**src/rtl/uart_pkg.sv**
```systemverilog
// Shared types and helpers for the memory-mapped UART receive path.
// Holds the receiver state encoding, bit-timing helpers and IO read-mux bit positions.
package uart_pkg;

  typedef enum logic [2:0] {
    IDLE,
    START,
    DATA,
    PARITY,
    STOP,
    BREAK
  } rx_state_e;

  localparam int UART_RX_DATA_BIT = 5;
  localparam int UART_RX_STAT_BIT = 6;

  function automatic int bit_cyc(input int clk_hz, input int baud);
    return clk_hz / baud;
  endfunction

  function automatic int half_cyc(input int clk_hz, input int baud);
    return bit_cyc(clk_hz, baud) / 2;
  endfunction

endpackage

```
**src/rtl/uart_rx_fifo.sv**
```systemverilog
// Synchronous receive FIFO with fall-through head; a pop frees a slot for a
// push in the same cycle, and a pop on an empty FIFO is ignored.
module uart_rx_fifo #(
  parameter int DEPTH = 4,
  parameter int WIDTH = 8
) (
  input  logic             clk,
  input  logic             reset_n,
  input  logic             i_push,
  input  logic [WIDTH-1:0] i_wdata,
  input  logic             i_pop,
  output logic [WIDTH-1:0] o_rdata,
  output logic             o_empty,
  output logic             o_full
);

  localparam int AW = $clog2(DEPTH);

  logic [AW:0]      r_wp;
  logic [AW:0]      r_rp;
  logic [WIDTH-1:0] r_mem [DEPTH];
  logic             w_empty;
  logic             w_full;
  logic             w_do_pop;
  logic             w_do_push;

  assign w_empty   = (r_wp == r_rp);
  assign w_full    = (r_wp[AW] != r_rp[AW]) && (r_wp[AW-1:0] == r_rp[AW-1:0]);
  assign w_do_pop  = i_pop & ~w_empty;
  assign w_do_push = i_push & (~w_full | w_do_pop);

  always_ff @(posedge clk or negedge reset_n) begin
    if (!reset_n) begin
      r_wp <= '0;
      r_rp <= '0;
      for (int i = 0; i < DEPTH; i++) r_mem[i] <= '0;
    end else begin
      if (w_do_push) begin
        r_mem[r_wp[AW-1:0]] <= i_wdata;
        r_wp                <= r_wp + (AW+1)'(1);
      end
      if (w_do_pop) r_rp <= r_rp + (AW+1)'(1);
    end
  end

  assign o_rdata = w_empty ? '0 : r_mem[r_rp[AW-1:0]];
  assign o_empty = w_empty;
  assign o_full  = w_full;

endmodule

```
**src/rtl/uart_rx_mmio.sv**
```systemverilog
// Memory-mapped 8N1 UART receiver: synchronises RX, deserialises bytes into a FIFO.
// Define UART_RX_PARITY_EN for 8E1 framing with a sticky o_parity_err output.
//
// state  | meaning
// IDLE   | line idle, waiting for rx_s low
// START  | half-bit wait, confirm start bit at its centre
// DATA   | sample 8 data bits LSB first at bit centres
// PARITY | sample even-parity bit (UART_RX_PARITY_EN only)
// STOP   | sample stop bit; push byte or flag framing error
// BREAK  | line held low after bad stop, wait for it to go high
module uart_rx_mmio
  import uart_pkg::*;
#(
  parameter int clk_freq_hz = 12000000,
  parameter int baud_rate   = 115200,
  parameter int fifo_depth  = 4
) (
  input  logic       clk,
  input  logic       reset_n,
  input  logic       i_rx,
  input  logic       i_rd,
  input  logic       i_clr_err,
  output logic [7:0] o_data,
  output logic       o_valid,
  output logic       o_full,
  output logic       o_frame_err,
  output logic       o_overrun
`ifdef UART_RX_PARITY_EN
  ,
  output logic       o_parity_err
`endif
);

  localparam int BIT_CYC  = bit_cyc(clk_freq_hz, baud_rate);
  localparam int HALF_CYC = half_cyc(clk_freq_hz, baud_rate);
  localparam int CNT_W    = (BIT_CYC > 2) ? $clog2(BIT_CYC) : 1;
  localparam logic [CNT_W-1:0] BIT_LD  = CNT_W'(BIT_CYC - 1);
  localparam logic [CNT_W-1:0] HALF_LD = CNT_W'(HALF_CYC - 1);

  logic             r_rx_meta;
  logic             r_rx_s;
  rx_state_e        r_state;
  rx_state_e        w_state_nxt;
  logic [CNT_W-1:0] r_cnt;
  logic [CNT_W-1:0] w_cnt_nxt;
  logic [2:0]       r_idx;
  logic [2:0]       w_idx_nxt;
  logic [7:0]       r_shift;
  logic [7:0]       w_shift_nxt;
  logic             w_cnt_zero;
  logic             w_push;
  logic             w_frame_evt;
  logic             w_overrun_evt;
  logic             w_empty;
  logic             w_full;
  logic             r_frame_err;
  logic             r_overrun;
`ifdef UART_RX_PARITY_EN
  logic             r_par_bad;
  logic             w_par_bad_nxt;
  logic             w_par_evt;
  logic             r_parity_err;
`endif

  always_ff @(posedge clk or negedge reset_n) begin
    if (!reset_n) begin
      r_rx_meta <= 1'b1;
      r_rx_s    <= 1'b1;
    end else begin
      r_rx_meta <= i_rx;
      r_rx_s    <= r_rx_meta;
    end
  end

  always_ff @(posedge clk or negedge reset_n) begin
    if (!reset_n) begin
      r_state <= IDLE;
      r_cnt   <= '0;
      r_idx   <= '0;
      r_shift <= '0;
`ifdef UART_RX_PARITY_EN
      r_par_bad <= 1'b0;
`endif
    end else begin
      r_state <= w_state_nxt;
      r_cnt   <= w_cnt_nxt;
      r_idx   <= w_idx_nxt;
      r_shift <= w_shift_nxt;
`ifdef UART_RX_PARITY_EN
      r_par_bad <= w_par_bad_nxt;
`endif
    end
  end

  assign w_cnt_zero = (r_cnt == '0);

  always_comb begin
    w_state_nxt = r_state;
    w_cnt_nxt   = r_cnt;
    w_idx_nxt   = r_idx;
    w_shift_nxt = r_shift;
    w_push      = 1'b0;
    w_frame_evt = 1'b0;
`ifdef UART_RX_PARITY_EN
    w_par_bad_nxt = r_par_bad;
    w_par_evt     = 1'b0;
`endif
    case (r_state)
      IDLE: begin
        if (!r_rx_s) begin
          w_cnt_nxt   = HALF_LD;
          w_state_nxt = START;
`ifdef UART_RX_PARITY_EN
          w_par_bad_nxt = 1'b0;
`endif
        end
      end
      START: begin
        if (!w_cnt_zero) begin
          w_cnt_nxt = r_cnt - CNT_W'(1);
        end else if (!r_rx_s) begin
          w_cnt_nxt   = BIT_LD;
          w_idx_nxt   = '0;
          w_state_nxt = DATA;
        end else begin
          w_state_nxt = IDLE;
        end
      end
      DATA: begin
        if (!w_cnt_zero) begin
          w_cnt_nxt = r_cnt - CNT_W'(1);
        end else begin
          w_shift_nxt[r_idx] = r_rx_s;
          w_cnt_nxt          = BIT_LD;
          w_idx_nxt          = r_idx + 3'd1;
          if (r_idx == 3'd7) begin
`ifdef UART_RX_PARITY_EN
            w_state_nxt = PARITY;
`else
            w_state_nxt = STOP;
`endif
          end
        end
      end
`ifdef UART_RX_PARITY_EN
      PARITY: begin
        if (!w_cnt_zero) begin
          w_cnt_nxt = r_cnt - CNT_W'(1);
        end else begin
          w_par_bad_nxt = (r_rx_s != ^r_shift);
          w_par_evt     = (r_rx_s != ^r_shift);
          w_cnt_nxt     = BIT_LD;
          w_state_nxt   = STOP;
        end
      end
`endif
      STOP: begin
        if (!w_cnt_zero) begin
          w_cnt_nxt = r_cnt - CNT_W'(1);
        end else if (r_rx_s) begin
`ifdef UART_RX_PARITY_EN
          w_push = ~r_par_bad;
`else
          w_push = 1'b1;
`endif
          w_state_nxt = IDLE;
        end else begin
          w_frame_evt = 1'b1;
          w_state_nxt = BREAK;
        end
      end
      BREAK: begin
        if (r_rx_s) w_state_nxt = IDLE;
      end
      default: w_state_nxt = IDLE;
    endcase
  end

  // Full FIFO without a same-cycle pop drops the incoming byte.
  assign w_overrun_evt = w_push & w_full & ~i_rd;

  always_ff @(posedge clk or negedge reset_n) begin
    if (!reset_n) begin
      r_frame_err <= 1'b0;
      r_overrun   <= 1'b0;
`ifdef UART_RX_PARITY_EN
      r_parity_err <= 1'b0;
`endif
    end else begin
      if (w_frame_evt)    r_frame_err <= 1'b1;
      else if (i_clr_err) r_frame_err <= 1'b0;
      if (w_overrun_evt)  r_overrun <= 1'b1;
      else if (i_clr_err) r_overrun <= 1'b0;
`ifdef UART_RX_PARITY_EN
      if (w_par_evt)      r_parity_err <= 1'b1;
      else if (i_clr_err) r_parity_err <= 1'b0;
`endif
    end
  end

  uart_rx_fifo #(
    .DEPTH (fifo_depth),
    .WIDTH (8)
  ) u_fifo (
    .clk     (clk),
    .reset_n (reset_n),
    .i_push  (w_push),
    .i_wdata (r_shift),
    .i_pop   (i_rd),
    .o_rdata (o_data),
    .o_empty (w_empty),
    .o_full  (w_full)
  );

  assign o_valid     = ~w_empty;
  assign o_full      = w_full;
  assign o_frame_err = r_frame_err;
  assign o_overrun   = r_overrun;
`ifdef UART_RX_PARITY_EN
  assign o_parity_err = r_parity_err;
`endif

endmodule
```
**config.mk**
```make
export PLATFORM = sky130hd
export DESIGN_NAME = uart_rx_mmio
export DESIGN_NICKNAME = d
export VERILOG_FILES = /design/src/rtl/uart_pkg.sv /design/src/rtl/uart_rx_fifo.sv /design/src/rtl/uart_rx_mmio.sv
export SDC_FILE = /design/constraint.sdc
export NUM_CORES = 1
export LEC_CHECK = 0
export CAP_MARGIN = 5
export CORE_ASPECT_RATIO = 0.7
export CORE_MARGIN = 4
export CORE_UTILIZATION = 45
export CTS_CLUSTER_DIAMETER = 60
export DETAILED_ROUTE_END_ITERATION = 16
export GPL_TIMING_DRIVEN = 0
export HOLD_SLACK_MARGIN = 0.06
export PLACE_DENSITY_LB_ADDON = 0.12
export SETUP_SLACK_MARGIN = 0.05
export SLEW_MARGIN = 20
export SYNTH_ARGS = -nofsm -noshare
export SYNTH_HDL_FRONTEND = slang
export SYNTH_HIERARCHICAL = 1
export SYNTH_SLANG_ARGS = --single-unit
```
**constraint.sdc**
```tcl
create_clock -name clk -period 4 [get_ports clk]
set_input_delay 0.6 -clock clk [delete_from_list [all_inputs] [get_ports clk]]
set_output_delay 0.6 -clock clk [all_outputs]
set_load 0.005 [all_outputs]
```
==> reports/metrics.cfg <==
[run_status]
status=complete, no violations

[hold_path]
hold_class=in2async

[cells_and_area]
utilization_pct=55.2
drive_gt1_share_pct=30.0
nNetsFinal=299
areaGrowthSynthToFinish_pct=15.9
n_antenna_cell=0
nFillCells=622

[timing]
fin_crit_sh_pct=79.6
tightest_slew_ns=0.900
hold_viol_final=0
clock-skew-final_ns=0.00991
rsz0062_at_grt=false
drv_slew=0
setup_viol=0
period_minus_slack_ns=3.19
tns_ns=0
fmax_mhz=314
relSlewSlack_pct=39.8

[clock_tree]
cts_buffers=9
clkLatencyLatePin_ns=0.34
clock_path_buffers=2
cts_hold_buf=0
post_cts_resized=0
cts_sinks=63
cts_tree=done
clkTransAtPathRegs_ns=0.07
cts-root-buf=clkbuf_8
post-cts-setup-buffer-count=0
htreeDepth=3

[grt]
grt_usage_pct=16.2
grt_max_degree=36
grt_pass1_vias=2158
antenna_found_initial=0
grt_pass1_wl_um=11100
grt_overflow=0

[yosys]
ys_seq_area_share_pct=47.8
netlist_instances=257
synth_cell_types=55
ys_ff_latch=63
netlist.area_leader.share_pct=46.2
synthTopCellsByArea=dfrtp_1 46%, mux2_2 13%, mux4_2 5.5%
synth_enable_flop_cells=0
yosysWarnings=6
synth_top_area_cell=dfrtp_1
syn_area_mm2=0.00331
syn_area_per_cell_um2=12.9
syn_nets=271
async_reset_ff_share_pct=100
yosysMostFrequentCell=dfrtp_1
synthFlopType=dfrtp_1
synth_common_cells=61 x dfrtp_1, 37 x mux2_2, 11 x inv_1, 11 x nand2_1

[worst_setup_path]
setup.worst_path.end_class=output port
path_max_fanout=10
critical_path_arrival_ns=2.59
cp-start-kind=register
ff2ff_path_depth=7
regToRegEndpoint=u_fifo/r_mem[6]
worstPathRequired_ns=3.40
r2r_slack_ns=1.08
path_class=reg2out
r2r_start=r_cnt[0]

[die]
initial_utilization_pct=47.6
die-area_mm2=0.00880
num_rows=25
core_area_mm2=0.00694
die_w_um=110
ios=17
die_h_um=79.7

[detailed_routing]
drt_iter0_drc=58
routedWlPerCell_um=16.7
route.detailed.drc=0
final_antenna_net_count=0
via_count=2120
wirelength_um=6420
vias_per_cell=5.52
first_pass_iters=4

[power]
total_power_mw=1.30
powerDensity_mw_per_mm2=338
p_leak_nw=1.72
ir_drop_mv=0.254

[job]
cap_violations=0

[placement]
gp_congestion=0.826
place_hpwl_um=4480
portBuffers=16

==> final cells by class <==
cell class                      instances  area [µm²]  area share, %
Buffer                                 10        46.3           1.21
Clock buffer                           11         151           3.95
Clock inverter                          5        80.1           2.09
Inverter                               11        41.3           1.08
Multi-Input combinational cell        173        1640           42.8
Sequential cell                        63        1580           41.2
Tap cell                               94         118           3.07
Timing Repair Buffer                   17         178           4.64
==> worst max-delay path, cell delays in order, from the launching register on <==
cell and delay, ns:
dfrtp_1 0.39, buf_4 0.21, xor2_2 0.62, nor3_2 0.27
nor2b_1 0.22, clkdlybuf4s50_1 0.53
==> registers in the layout, summed over array words and instances, names as in the netlist <==
name and flops:
r_idx 3, o_frame_err 1, o_overrun 1, r_rx_s 1, u_fifo/r_wp 3, r_rx_meta 1, r_state 3, r_cnt 7
u_fifo/r_rp 3, u_fifo/r_mem 32, r_shift 8
==> stage by stage <==
| step | area [µm²] | hold slack, ns | cells | setup WS, ns |
|---|---|---|---|---|
| 2_1_floorplan | 3310 | 0.304 | 257 | 1.63 |
| 3_3_place_gp | 3580 | 0.345 | 367 | 0.132 |
| 3_5_place_dp | 3600 | 0.348 | 368 | 1.07 |
| 4_1_cts | 3830 | 0.191 | 384 | 0.791 |
| 5_1_grt | 3830 | 0.195 | 384 | 0.646 |
| 6_report | 3830 | 0.187 | 384 | 0.815 |
==> how the worst max path moves through the flow <==
stage / from / to / slack, ns / cells past startpoint
final: u_fifo/r_rp[0] / o_data[1] / 0.81 / 5
after global routing: u_fifo/r_rp[0] / o_data[1] / 0.65 / 5
after CTS: u_fifo/r_rp[0] / o_data[1] / 0.79 / 5
after detailed placement: r_cnt[0] / u_fifo/r_mem[7] / 1.07 / 7
after global placement: reset_n / u_fifo/r_mem[22] / 0.13 / 1
after floorplan: r_cnt[0] / u_fifo/r_mem[0] / 1.63 / 7
==> power by group <==
part | switching (mW) | total [mW] | internal [mW]
sequential | 0.000473 | 0.639 | 0.639
clock | 0.246 | 0.629 | 0.384
combinational | 0.0195 | 0.0266 | 0.00715
total | 0.266 | 1.30 | 1.03
==> logic make-up after synthesis <==
logic type,share of synthesized area (%)
muxes,19.4
buffers and inverters,2.65
xor gates and xnor gates,3.41
and+or+nand+nor,12.3
adders and majority gates,3.41
DFF,47.8
AOI/OAI and AO/OA,11.0
==> layout by cell type, fill, tap and decap left out, types with 6 or more instances in the layout <==
master,netlist,routed
clkbuf_8,0,11
inv_1,11,11
nand2_1,11,11
nor3_1,8,8
mux4_2,8,8
nor2b_1,9,9
ha_1,9,9
nor2_1,6,6
dfrtp_1,61,61
clkdlybuf4s50_1,0,15
a21oi_1,6,6
mux2_2,37,37
o21ai_0,9,9
==> per-layer routing <==
layer / vias up / wire [µm] / global-route usage (%) / share of wire (%)
li1: 1012 / - / - / -
met1: 1063 / 3250 / 23.1 / 51
met2: 39 / 2790 / 24.1 / 43
met3: 6 / 328 / 5.38 / 5.1
met4: 0 / 57 / 3.69 / 0.89
met5: - / 0 / 0 / 0
Note: power is estimated with default switching activity, not from simulation.
